<file path="src/rtl/seg_pkg.sv">
// ----------------------------------------------------------------------------
// seg_pkg
// Shared constants for the multiplexed 7-segment display scanner:
//   NDIG       number of digits scanned
//   IDX_W      width of the digit index
//   AN_BLANK   anode pattern with every digit dark (active-low)
//   SEG_BLANK  segment pattern with every segment off (active-low)
//   GLYPH_TBL  hex glyphs, bit order {g,f,e,d,c,b,a}, active-low
// ----------------------------------------------------------------------------
package seg_pkg;

    localparam int NDIG  = 8;
    localparam int IDX_W = 3;

    localparam logic [NDIG-1:0] AN_BLANK  = 8'hFF;
    localparam logic [6:0]      SEG_BLANK = 7'h7F;

    localparam logic [6:0] GLYPH_TBL [16] = '{
        7'h40, 7'h79, 7'h24, 7'h30,   // 0 1 2 3
        7'h19, 7'h12, 7'h02, 7'h78,   // 4 5 6 7
        7'h00, 7'h10, 7'h08, 7'h03,   // 8 9 A b
        7'h46, 7'h21, 7'h06, 7'h0E    // C d E F
    };

endpackage

</file>
<file path="src/rtl/seg7_dec.sv">
// ----------------------------------------------------------------------------
// seg7_dec
// Combinational hex-nibble to 7-segment glyph decoder.
// Ports:
//   i_nib  4-bit hex value
//   o_seg  glyph {g,f,e,d,c,b,a}, active-low
// ----------------------------------------------------------------------------
module seg7_dec
    import seg_pkg::*;
(
    input  logic [3:0] i_nib,
    output logic [6:0] o_seg
);

    assign o_seg = GLYPH_TBL[i_nib];

endmodule

</file>
<file path="src/rtl/seg_scan_ctrl.sv">
// ----------------------------------------------------------------------------
// seg_scan_ctrl
// Time-multiplexed scanner for an 8-digit common-anode 7-segment display.
// A prescaler divides clk into digit slots; each slot starts with BLANK dark
// cycles to suppress ghosting. New display data is loaded into a shadow
// register and committed only at a frame boundary so a frame never mixes
// old and new digits.
// Parameters:
//   PRESCALE  clk cycles per digit slot (2 .. 2^20)
//   BLANK     dark cycles at the start of every slot (0 .. PRESCALE-1)
// Ports:
//   clk      clock, rising edge
//   rstn     asynchronous active-low reset
//   load     one-cycle strobe capturing data into the shadow register
//   data     eight hex nibbles, nibble k drives digit k
//   mask     digit enable, bit k = 0 keeps digit k dark
//   an       digit anodes, active-low, at most one low
//   seg      segments {g,f,e,d,c,b,a}, active-low
//   upd_ack  one-cycle pulse after the shadow value reaches the display
// ----------------------------------------------------------------------------
module seg_scan_ctrl
    import seg_pkg::*;
#(
    parameter int PRESCALE = 100000,
    parameter int BLANK    = 2
) (
    input  logic            clk,
    input  logic            rstn,
    input  logic            load,
    input  logic [31:0]     data,
    input  logic [NDIG-1:0] mask,
    output logic [NDIG-1:0] an,
    output logic [6:0]      seg,
    output logic            upd_ack
);

    localparam int              PW   = (PRESCALE > 1) ? $clog2(PRESCALE) : 1;
    localparam logic [PW-1:0]   PMAX = PW'(PRESCALE - 1);

    logic [PW-1:0]    r_presc;
    logic [IDX_W-1:0] r_idx;
    logic [31:0]      r_shadow;
    logic [31:0]      r_active;
    logic             r_pending;
    logic             r_upd_ack;
    logic [NDIG-1:0]  r_an;
    logic [6:0]       r_seg;

    logic             w_tick;
    logic             w_frame;
    logic             w_commit;
    logic             w_dark;
    logic [NDIG-1:0]  w_an_nxt;
    logic [3:0]       w_nib;
    logic [6:0]       w_glyph;
    logic [6:0]       w_seg_nxt;

    assign w_tick   = (r_presc == PMAX);
    assign w_frame  = w_tick && (r_idx == IDX_W'(NDIG - 1));
    assign w_commit = w_frame && r_pending;

    // The signed compare keeps BLANK = 0 well-defined (never dark).
    assign w_dark   = (int'(r_presc) < BLANK) || !mask[r_idx];
    assign w_an_nxt = w_dark ? AN_BLANK : ~(NDIG'(1) << r_idx);

    assign w_nib    = r_active[{r_idx, 2'b00} +: 4];

    seg7_dec u_dec (
        .i_nib (w_nib),
        .o_seg (w_glyph)
    );

    assign w_seg_nxt = w_dark ? SEG_BLANK : w_glyph;

    // Scan timing: prescaler and digit index
    always_ff @(posedge clk or negedge rstn) begin
        if (!rstn) begin
            r_presc <= '0;
            r_idx   <= '0;
        end else begin
            if (w_tick) begin
                r_presc <= '0;
                r_idx   <= r_idx + IDX_W'(1);
            end else begin
                r_presc <= r_presc + PW'(1);
            end
        end
    end

    // Double-buffered data: commit reads the shadow value from before this
    // edge, while a coincident load refills the shadow and keeps pending set.
    always_ff @(posedge clk or negedge rstn) begin
        if (!rstn) begin
            r_shadow  <= '0;
            r_active  <= '0;
            r_pending <= 1'b0;
            r_upd_ack <= 1'b0;
        end else begin
            r_upd_ack <= w_commit;
            if (w_commit) begin
                r_active  <= r_shadow;
                r_pending <= 1'b0;
            end
            if (load) begin
                r_shadow  <= data;
                r_pending <= 1'b1;
            end
        end
    end

    // Registered display outputs, one cycle behind the scan state
    always_ff @(posedge clk or negedge rstn) begin
        if (!rstn) begin
            r_an  <= AN_BLANK;
            r_seg <= SEG_BLANK;
        end else begin
            r_an  <= w_an_nxt;
            r_seg <= w_seg_nxt;
        end
    end

    assign an      = r_an;
    assign seg     = r_seg;
    assign upd_ack = r_upd_ack;

endmodule

</file>
<file path="config.mk">
export PLATFORM = sky130hd
export DESIGN_NAME = seg_scan_ctrl
export DESIGN_NICKNAME = d
export VERILOG_FILES = /design/src/rtl/seg_pkg.sv /design/src/rtl/seg7_dec.sv /design/src/rtl/seg_scan_ctrl.sv
export SDC_FILE = /design/constraint.sdc
export NUM_CORES = 1
export LEC_CHECK = 0
export ABC_AREA = 1
export CAP_MARGIN = 40
export CORE_ASPECT_RATIO = 1.5
export CORE_MARGIN = 4
export CORE_UTILIZATION = 30
export CTS_CLUSTER_DIAMETER = 40
export CTS_CLUSTER_SIZE = 8
export DETAILED_ROUTE_END_ITERATION = 8
export SLEW_MARGIN = 25
export SYNTH_ARGS = -nofsm -noshare
export SYNTH_HDL_FRONTEND = slang
export SYNTH_SLANG_ARGS = --single-unit
</file>
<file path="constraint.sdc">
create_clock -name clk -period 2.1 [get_ports clk]
set_input_delay 0.21 -clock clk [delete_from_list [all_inputs] [get_ports clk]]
set_output_delay 0.21 -clock clk [all_outputs]
set_load 0.01 [all_outputs]
</file>
Yosys cells after proc, flatten, opt, wreduce, memory -nomap -nowiden
Memories as Yosys holds them, arrays and structs flattened.
Cells that the tools add are included.

operators by class
  muxes and demuxes = 9
  add/subtract/negate cells = 2
  equality and inequality tests = 2
  bitwise logic cells = 2
  magnitude comparators = 3
  shift-type cells = 2
  reductions and logical operators = 5

operators by type and width
  cell                     number
  $shiftx A32 B6 Y4        1
  $mux W7                  3
  $add A17 B1 Y17 const B  1
  $eq A17 B17 Y1 const B   1
  $lt A17 B2 Y1 const B    1
  $mux W17                 1
  $mux W8                  1
  $not A8 Y8               1
  $shl A1 B3 Y8 const A    1
  $ge A5 B5 Y1 const B     1
  $not A4 Y5               1
  $lt A3 B4 Y1 const B     1
  $add A3 B1 Y3 const B    1
  $bmux W1 S3              1
  $eq A3 B3 Y1 const B     1
  $mux W1                  3
  $logic_and A1 B1 Y1      2
  $reduce_bool A2 Y1       1
  $logic_not A1 Y1         1
  $logic_or A1 B1 Y1       1

storage, ports and cells
  input bits = 43
  memories = 1
  flip-flop bits (word level) = 101
  bits in read-only memories = 112
  logic and storage cells = 34
  output and inout bits = 16

memories
  name             words  bits a word  rd ports  clocked after memory_dff  write ports  RTL line        source
  (no name shown)  16     7            1         0                         0            seg7_dec.sv:15  assign o_seg = GLYPH_TBL[i_nib];

Logic depth before layout (Yosys ltp)
Gate-level depths: netlist of run 1.

  depth after elaboration = 6
  mapped depth = 13
  depth with buffers taken out = 12

Cells and area by module
From an unflattened synthesis of run 1, not the netlist that was laid out.

unflattened totals
  cells, all modules = 606
  area total of the unflattened synthesis = 4927.2 um2

modules (own cells, without submodules)
  module         area each (um2)  instances  seq. area each (um2)  cells an instance
  seg_scan_ctrl  4653.2           1          2546.2                557
  seg7_dec       274.0            1          0.0                   49

Least setup slack after synthesis of run 1
No wires, ideal clock.

  path type = reg2reg
  start = register r_idx[0]
  end = register r_seg[2] (netlist: seg[2])
  buffers on the path = 1
  arrival = 1718 ps
  setup slack = 300 ps
  required time = 2018 ps
  stages on the path, launching flop included = 12
  library setup time = 82 ps
  period minus slack after synthesis = 1800 ps
  cells stage by stage = dfrtp_1 -> inv_1 -> clkbuf_1 -> nand2_1 -> nand2_1 -> nand2_1 -> nand3_1 -> nand2_1 -> ha_1 -> inv_1 -> nand3_1 -> o211ai_1

on the way
  longest elaborated chain between the ends = 6
  elaborated cells between the ends (all ways) = 10
  those cells by class = shift: 1; mux: 5; bitwise: 1; reduce/logical: 2; memory: 1

RTL lines
  element                                      RTL line              source
  start, declared                              seg_scan_ctrl.sv:41   logic [IDX_W-1:0] r_idx;
  start signal, assigned                       seg_scan_ctrl.sv:83   r_idx <= r_idx + IDX_W'(1);
  $shiftx A32 B6 Y4                            seg_scan_ctrl.sv:66   assign w_nib = r_active[{r_idx, 2'b00} +: 4];
  $not A4 Y5 (implied by the code)             seg7_dec.sv:15
  $mem_v2 Z16 W7                               n/a
  $mux W7 (implied by the code) (2 in series)  seg7_dec.sv:15
  $mux W7 *                                    seg_scan_ctrl.sv:73   assign w_seg_nxt = w_dark ? SEG_BLANK : w_glyph;
  named net w_seg_nxt[2]                       seg_scan_ctrl.sv:56   logic [6:0] w_seg_nxt;
  end signal, assigned                         seg_scan_ctrl.sv:118  r_seg <= w_seg_nxt;
  end, declared                                seg_scan_ctrl.sv:47   logic [6:0] r_seg;

The timed path passes the listed nets; every way through them passes the cells marked *. The select of a mux whose other input is x is not followed.
A chain may end at the register's enable or synchronous reset.

Worst setup path after layout of run 1
  start = register r_idx[0]
  end = register r_seg[0] (netlist: seg[0])

Same word-level chain as after synthesis.

==> flow_summary_export.csv, run 1 <==
group,metric,value,unit
run_status,outcome,"completed",
timing,tns,0,ns
timing,fin_skew,0.00880,ns
cts,cts_tree,"built",
routing,drtIter0Drc,163,
cts,post_cts_buffers,0,
routing,viasPerCell,4.30,
global_route,gr-usage-all-layers,0.119,
layout,num_antenna_cells,0,
synthesis,synth_common_cells,"nand2_1, inv_1, dfrtp_1, nand3_1, o21ai_0",
cts,cts.sinks,101,
routing,drc,0,
synthesis,synth_nets,639,
cts,clk_pin_slew,0.07,ns
min_path,hold_class,"input pin to asynchronous set/reset pin",
placement,io_buffers,58,
synthesis,async_flop_share,1.00,
synthesis,syn_area,4860,sq um
timing,finalCritPeriodShare,0.893,
synthesis,ys.flop_type,"dfrtp_1",
layout,areaGrowthSynthToFinish,22.8,%
worst_setup_path,rr_endpoint,"seg[0]",
floorplan,core-area,15800,sq um
job,drv_cap,0,
layout,seq_area,2550,sq um
timing,maxSlewViolCount,0,
placement,placed_area,5690,sq um
worst_setup_path,path_class,"flip-flop to flip-flop",
cts,root_buffer,"clkbuf_16",
worst_setup_path,r2r_cells,12,
routing,totalWireLength,10.1,mm
synthesis,ys_warn_count,0,
floorplan,start_util,0.309,
floorplan,num_rows,56,
worst_setup_path,regToRegSetupSlack,0.23,ns
timing,finalHoldViolCount,0,
power_and_ir_drop,vdd_drop_max,413,uV
synthesis,ys_ff_latch,101,
synthesis,synth_seq_area_share,0.523,
floorplan,io_pins,59,
synthesis,synth_top_area_share,0.442,
global_route,antenna_found_initial,0,
global_route,grt_max_degree,51,
layout,design_area,5970,sq um
routing,drt_first_pass_iters,5,
power_and_ir_drop,p_leak,2.84,nW
worst_setup_path,critPathArrivalTime,2.13,ns
worst_setup_path,critPathCaptureType,"flip-flop",
synthesis,synth_edf_count,0,
global_route,grt_pass1_wl,17.7,mm
synthesis,synth.most_common_cell,"nand2_1",
timing,setup_viol,0,
layout,fillers,1615,
timing,fmax,0.533,GHz
synthesis,synth_cells,584,
worst_setup_path,cp_max_fo,13,
cts,worstSkewPairLatency,0.35,ns
synthesis,ys_top_cells_by_area,"dfrtp_1, nand2_1, dfstp_2",
layout,nNetsFinal,701,
cts,cts-htree-levels,3,
routing,wl_per_cell,11.8,um
timing,rsz0062_at_grt,"no",
power_and_ir_drop,power.density,637,nW/um^2
synthesis,synth_largest_area_cell,"dfrtp_1",
timing,fin_crit,1.87,ns
worst_setup_path,setup.worst_path.end,"seg[0]",
cts,cts-buffers-inserted,9,
global_route,grt_pass1_vias,3730,
worst_setup_path,cp-startpoint,"r_idx[0]",
routing,vias,3676,
floorplan,die_y,164,um
synthesis,synth_cell_types,28,
placement,place_congestion,0.870,
timing,worstMarginPinSlew,0.438,ns
layout,drive_gt1_frac,0.123,
worst_setup_path,cp.required,2.36,ns
worst_setup_path,crit_path_start_kind,"flip-flop",
cts,clock_path_buffers,2,
floorplan,design.die.area,18400,sq um
synthesis,avgSynthCellArea,8.33,sq um
floorplan,die_w,112,um
placement,dp.final_hpwl,7.60,mm
layout,multi_input_area,1830,sq um
timing,slew_headroom,0.708,
global_route,gr-total-overflow,0,
worst_setup_path,r2r-start,"r_idx[0]",
routing,ant_nets,0,
-- sequential cells by signal, summed over array words and instances, names as in the netlist --
signal / flops
r_pending: 1
seg: 7
r_idx: 3
r_presc: 17
an: 8
r_active: 32
upd_ack: 1
r_shadow: 32
-- logic make-up (layout without fill, tap and decap cells) --
kind of cell	Yosys count	after routing	share of synthesized area
XOR/XNOR	7	7	0.0126
flip-flops	101	101	0.523
AND/OR/NAND/NOR	270	270	0.234
AO/OA/AOI/OAI	77	77	0.0988
buffers and inverters	117	184	0.100
adder cells (fa/ha/maj)	12	12	0.0309
-- critical path, stage by stage, from the launching register on --
cell     delay (ns)
dfrtp_2        0.47
inv_1          0.09
buf_4          0.17
nand2_1        0.07
nand2_1        0.05
nand2_1        0.04
nand3_1        0.08
nand2_1        0.15
ha_1           0.29
inv_1          0.09
nand3_1        0.10
nand3_1        0.11
nand3_1        0.07
-- per-stage QoR --
stage	setup WS (ns)	util	instances	total power, mW	hold WS [ns]
4_1_cts	0.171	0.379	854	3.87	0.292
3_3_place_gp	0.232	0.361	837	2.32	0.118
3_5_place_dp	0.189	0.361	837	2.33	0.120
2_1_floorplan	0.300	-	584	2.16	-0.0856
5_1_grt	0.0202	0.379	854	3.99	0.312
6_report	0.225	0.379	854	3.81	0.285
-- how the worst min path moves through the flow --
stage,startpoint,end,slack [ns],depth (start not counted)
after global routing,rstn,r_active[17],0.31,2
after CTS,rstn,r_active[16],0.29,2
after floorplan,rstn,r_active[0],-0.09,0
after global placement,rstn,r_active[18],0.12,1
after detailed placement,rstn,r_active[19],0.12,1
final,rstn,r_active[19],0.28,2
-- cell usage in the layout (no fill, tap or decap) --
master and count:
o21ai_2 23, dfstp_2 15, buf_12 2, inv_2 2, dfrtp_2 1, clkbuf_16 9
nor3_4 1, clkinvlp_4 1, and2_1 1, clkinv_4 2, xor2_1 6, nand3_1 58
xnor2_1 1, nor2_2 1, dlygate4sd3_1 1, clkdlybuf4s50_1 56, o21ai_1 9, buf_4 13
nor3_1 4, a21o_1 1, ha_1 12, o21bai_1 1, a21oi_1 2, clkbuf_1 3
inv_6 1, nand2_1 161, inv_1 93, nand3_2 1, o21ai_0 39, buf_2 1
nand2_2 7, a31oi_1 1, nor2_1 33, dfrtp_1 85, o211ai_1 1, nand4_1 3
-- cell type report --
type,instances,area share
clock buffer,12,0.0396
clock inverter,4,0.00566
inverter,95,0.0597
multi-input combinational,366,0.307
sequential,101,0.426
tap,203,0.0425
timing repair buffer,73,0.119
-- power by group --
group,internal (mW),switching [mW],leakage (nW)
Clock,0.813,0.712,0.127
Combinational,0.116,0.139,1.43
Sequential,2.01,0.0144,1.28
-- metal layers --
| metal | global-route usage | wire (um) |
|---|---|---|
| met5 | 0 | 0 |
| met4 | 0.0541 | 244 |
| met3 | 0.0247 | 331 |
| met2 | 0.204 | 5020 |
| met1 | 0.145 | 4520 |
-- repair_timing --
item                                    CTS  global route
gates resized for setup                   0             1
hold buffers                              1             0
endpoints found under the hold margin    16             0
endpoints found under the setup margin    0             5
No activity file was read; power rests on OpenSTA's default activity.
==> inputs of run 2 (changes only) <==
--- a/config.mk
+++ b/config.mk
@@ -17,3 +17,4 @@
 export SYNTH_ARGS = -nofsm -noshare
 export SYNTH_HDL_FRONTEND = slang
 export SYNTH_SLANG_ARGS = --single-unit
+export TNS_END_PERCENT = 5
==> constraint.sdc (replaced) <==
create_clock -name clk -period 2.04 [get_ports clk]
set_input_delay 0.204 -clock clk [delete_from_list [all_inputs] [get_ports clk]]
set_output_delay 0.204 -clock clk [all_outputs]
set_load 0.01 [all_outputs]
==> flow_summary_export.csv, run 2 (same netlist as run 1, synthesis figures left out) <==
group,metric,value,unit
layout,nNetsFinal,701,
timing,fin_skew,0.00807,ns
global_route,grt_max_degree,66,
worst_setup_path,cp.required,2.30,ns
timing,worstMarginPinSlew,0.485,ns
job,drv_cap,0,
timing,rsz0062_at_grt,"no",
cts,worstSkewPairLatency,0.34,ns
global_route,antenna_found_initial,0,
worst_setup_path,crit_chain,"inv_1 > buf_4 > nand2_1 > nand2_1 > nand2_1 > nand3_1 > nand2_1 > ha_1 > inv_1 > nand3_1 > nand3_1 > nand3_1",
timing,finalCritPeriodShare,0.867,
routing,totalWireLength,10.0,mm
routing,wl_per_cell,11.7,um
cts,root_buffer,"clkbuf_16",
worst_setup_path,cpLargestDelayFamily,"simple AND/OR/NAND/NOR gates",
worst_setup_path,rr_endpoint,"seg[0]",
timing,fmax,0.565,GHz
worst_setup_path,critPathCaptureType,"flip-flop",
worst_setup_path,path_buf_inv,3,
cts,clk_pin_slew,0.07,ns
layout,layout_common_cells,"nand2_1, inv_1, dfrtp_1",
layout,layout_commonest_cell,"nand2_1",
placement,io_buffers,58,
timing,fin_crit,1.77,ns
power_and_ir_drop,power.density,668,nW/um^2
routing,viasPerCell,4.35,
timing,tns,0,ns
floorplan,core-area,15800,sq um
timing,setup_viol,0,
timing,finalHoldViolCount,0,
worst_setup_path,critPathMaxStageDelay,0.41,ns
floorplan,design.die.area,18400,sq um
floorplan,die_w,112,um
placement,dp.final_hpwl,7.52,mm
routing,drc,0,
power_and_ir_drop,vdd_drop_max,372,uV
cts,cts_tree,"built",
layout,drive_gt1_frac,0.126,
worst_setup_path,cp_max_fo,13,
placement,place_congestion,0.872,
layout,reg.largest.list,"r_active x32, r_shadow x32, r_presc x17",
timing,slew_headroom,0.677,
timing,maxSlewViolCount,0,
placement,placed_area,5700,sq um
cts,clock_path_buffers,2,
worst_setup_path,r2r_cells,12,
cts,cts.sinks,101,
floorplan,die_y,164,um
layout,design_area,6010,sq um
routing,vias,3711,
floorplan,num_rows,56,
run_status,outcome,"completed",
global_route,grt_pass1_vias,3782,
floorplan,start_util,0.309,
worst_setup_path,crit_path_top_delay_cell,"dfrtp_1",
routing,drtIter0Drc,136,
worst_setup_path,r2r-start,"r_idx[0]",
worst_setup_path,regToRegSetupSlack,0.27,ns
floorplan,io_pins,59,
global_route,gr-usage-all-layers,0.117,
power_and_ir_drop,p_leak,2.86,nW
worst_setup_path,crit_path_start_kind,"flip-flop",
worst_setup_path,path_class,"flip-flop to flip-flop",
layout,num_antenna_cells,0,
global_route,gr-total-overflow,0,
min_path,hold_class,"input pin to asynchronous set/reset pin",
cts,cts-buffers-inserted,9,
worst_setup_path,critPathArrivalTime,2.03,ns
routing,drt_first_pass_iters,4,
cts,cts-htree-levels,3,
layout,areaGrowthSynthToFinish,23.5,%
global_route,grt_pass1_wl,17.5,mm
routing,ant_nets,0,
run 2: cell types whose count changed in the layout (fill, tap and decap cells not counted), sizes merged:
cell    previous run  this run
clkbuf            12        10
inv               96        97
clkinv             2         3
run 2: through the flow:
stage / worst slack [ns] / utilization / power [mW] / instances / hold slack, ns
CTS: 0.253 / 0.381 / 4.08 / 854 / 0.331
detailed placement: 0.273 / 0.362 / 2.40 / 837 / 0.160
global placement: 0.324 / 0.362 / 2.39 / 837 / 0.160
finish: 0.271 / 0.381 / 4.02 / 854 / 0.331
floorplan: 0.240 / - / 2.22 / 584 / -0.0916
global route: 0.0847 / 0.381 / 4.20 / 854 / 0.352
run 2: worst max path at each step:
stage / start / endpoint / slack [ns] / cells after the start
after detailed placement: r_idx[0] / seg[0] / 0.27 / 12
after global placement: r_idx[0] / seg[1] / 0.32 / 9
final: r_idx[0] / seg[0] / 0.27 / 12
after CTS: r_idx[0] / seg[0] / 0.25 / 12
after floorplan: r_idx[0] / seg[2] / 0.24 / 11
after global routing: r_idx[0] / seg[0] / 0.08 / 12
run 2: timing repair:
action / 4_1_cts / 5_1_grt
gates resized for setup: 0 / 0
hold buffers: 1 / 0
endpoints found under the hold margin: 25 / 0
buffers inserted: 0 / 0
run 2: layer usage:
metal	routed length [um]	vias to the layer above	GRT usage
met5	0	-	0
li1	-	1936	-
met2	5030	57	0.203
met1	4450	1702	0.142
met4	236	0	0.0476
met3	314	16	0.0254
run 2: power breakdown:
group | switching, mW | internal, mW | total (mW) | leakage, nW
clock | 0.782 | 0.884 | 1.67 | 0.143
combinational | 0.142 | 0.122 | 0.264 | 1.44
sequential | 0.0146 | 2.07 | 2.08 | 1.28
run 2: final cells by class:
class	instances	area, sq um
clock buffer	10	239
clock inverter	6	56.3
fill	1642	9760
inverter	95	357
multi-input combinational	366	1830
sequential	101	2550
tap	203	254
timing repair buffer	73	726
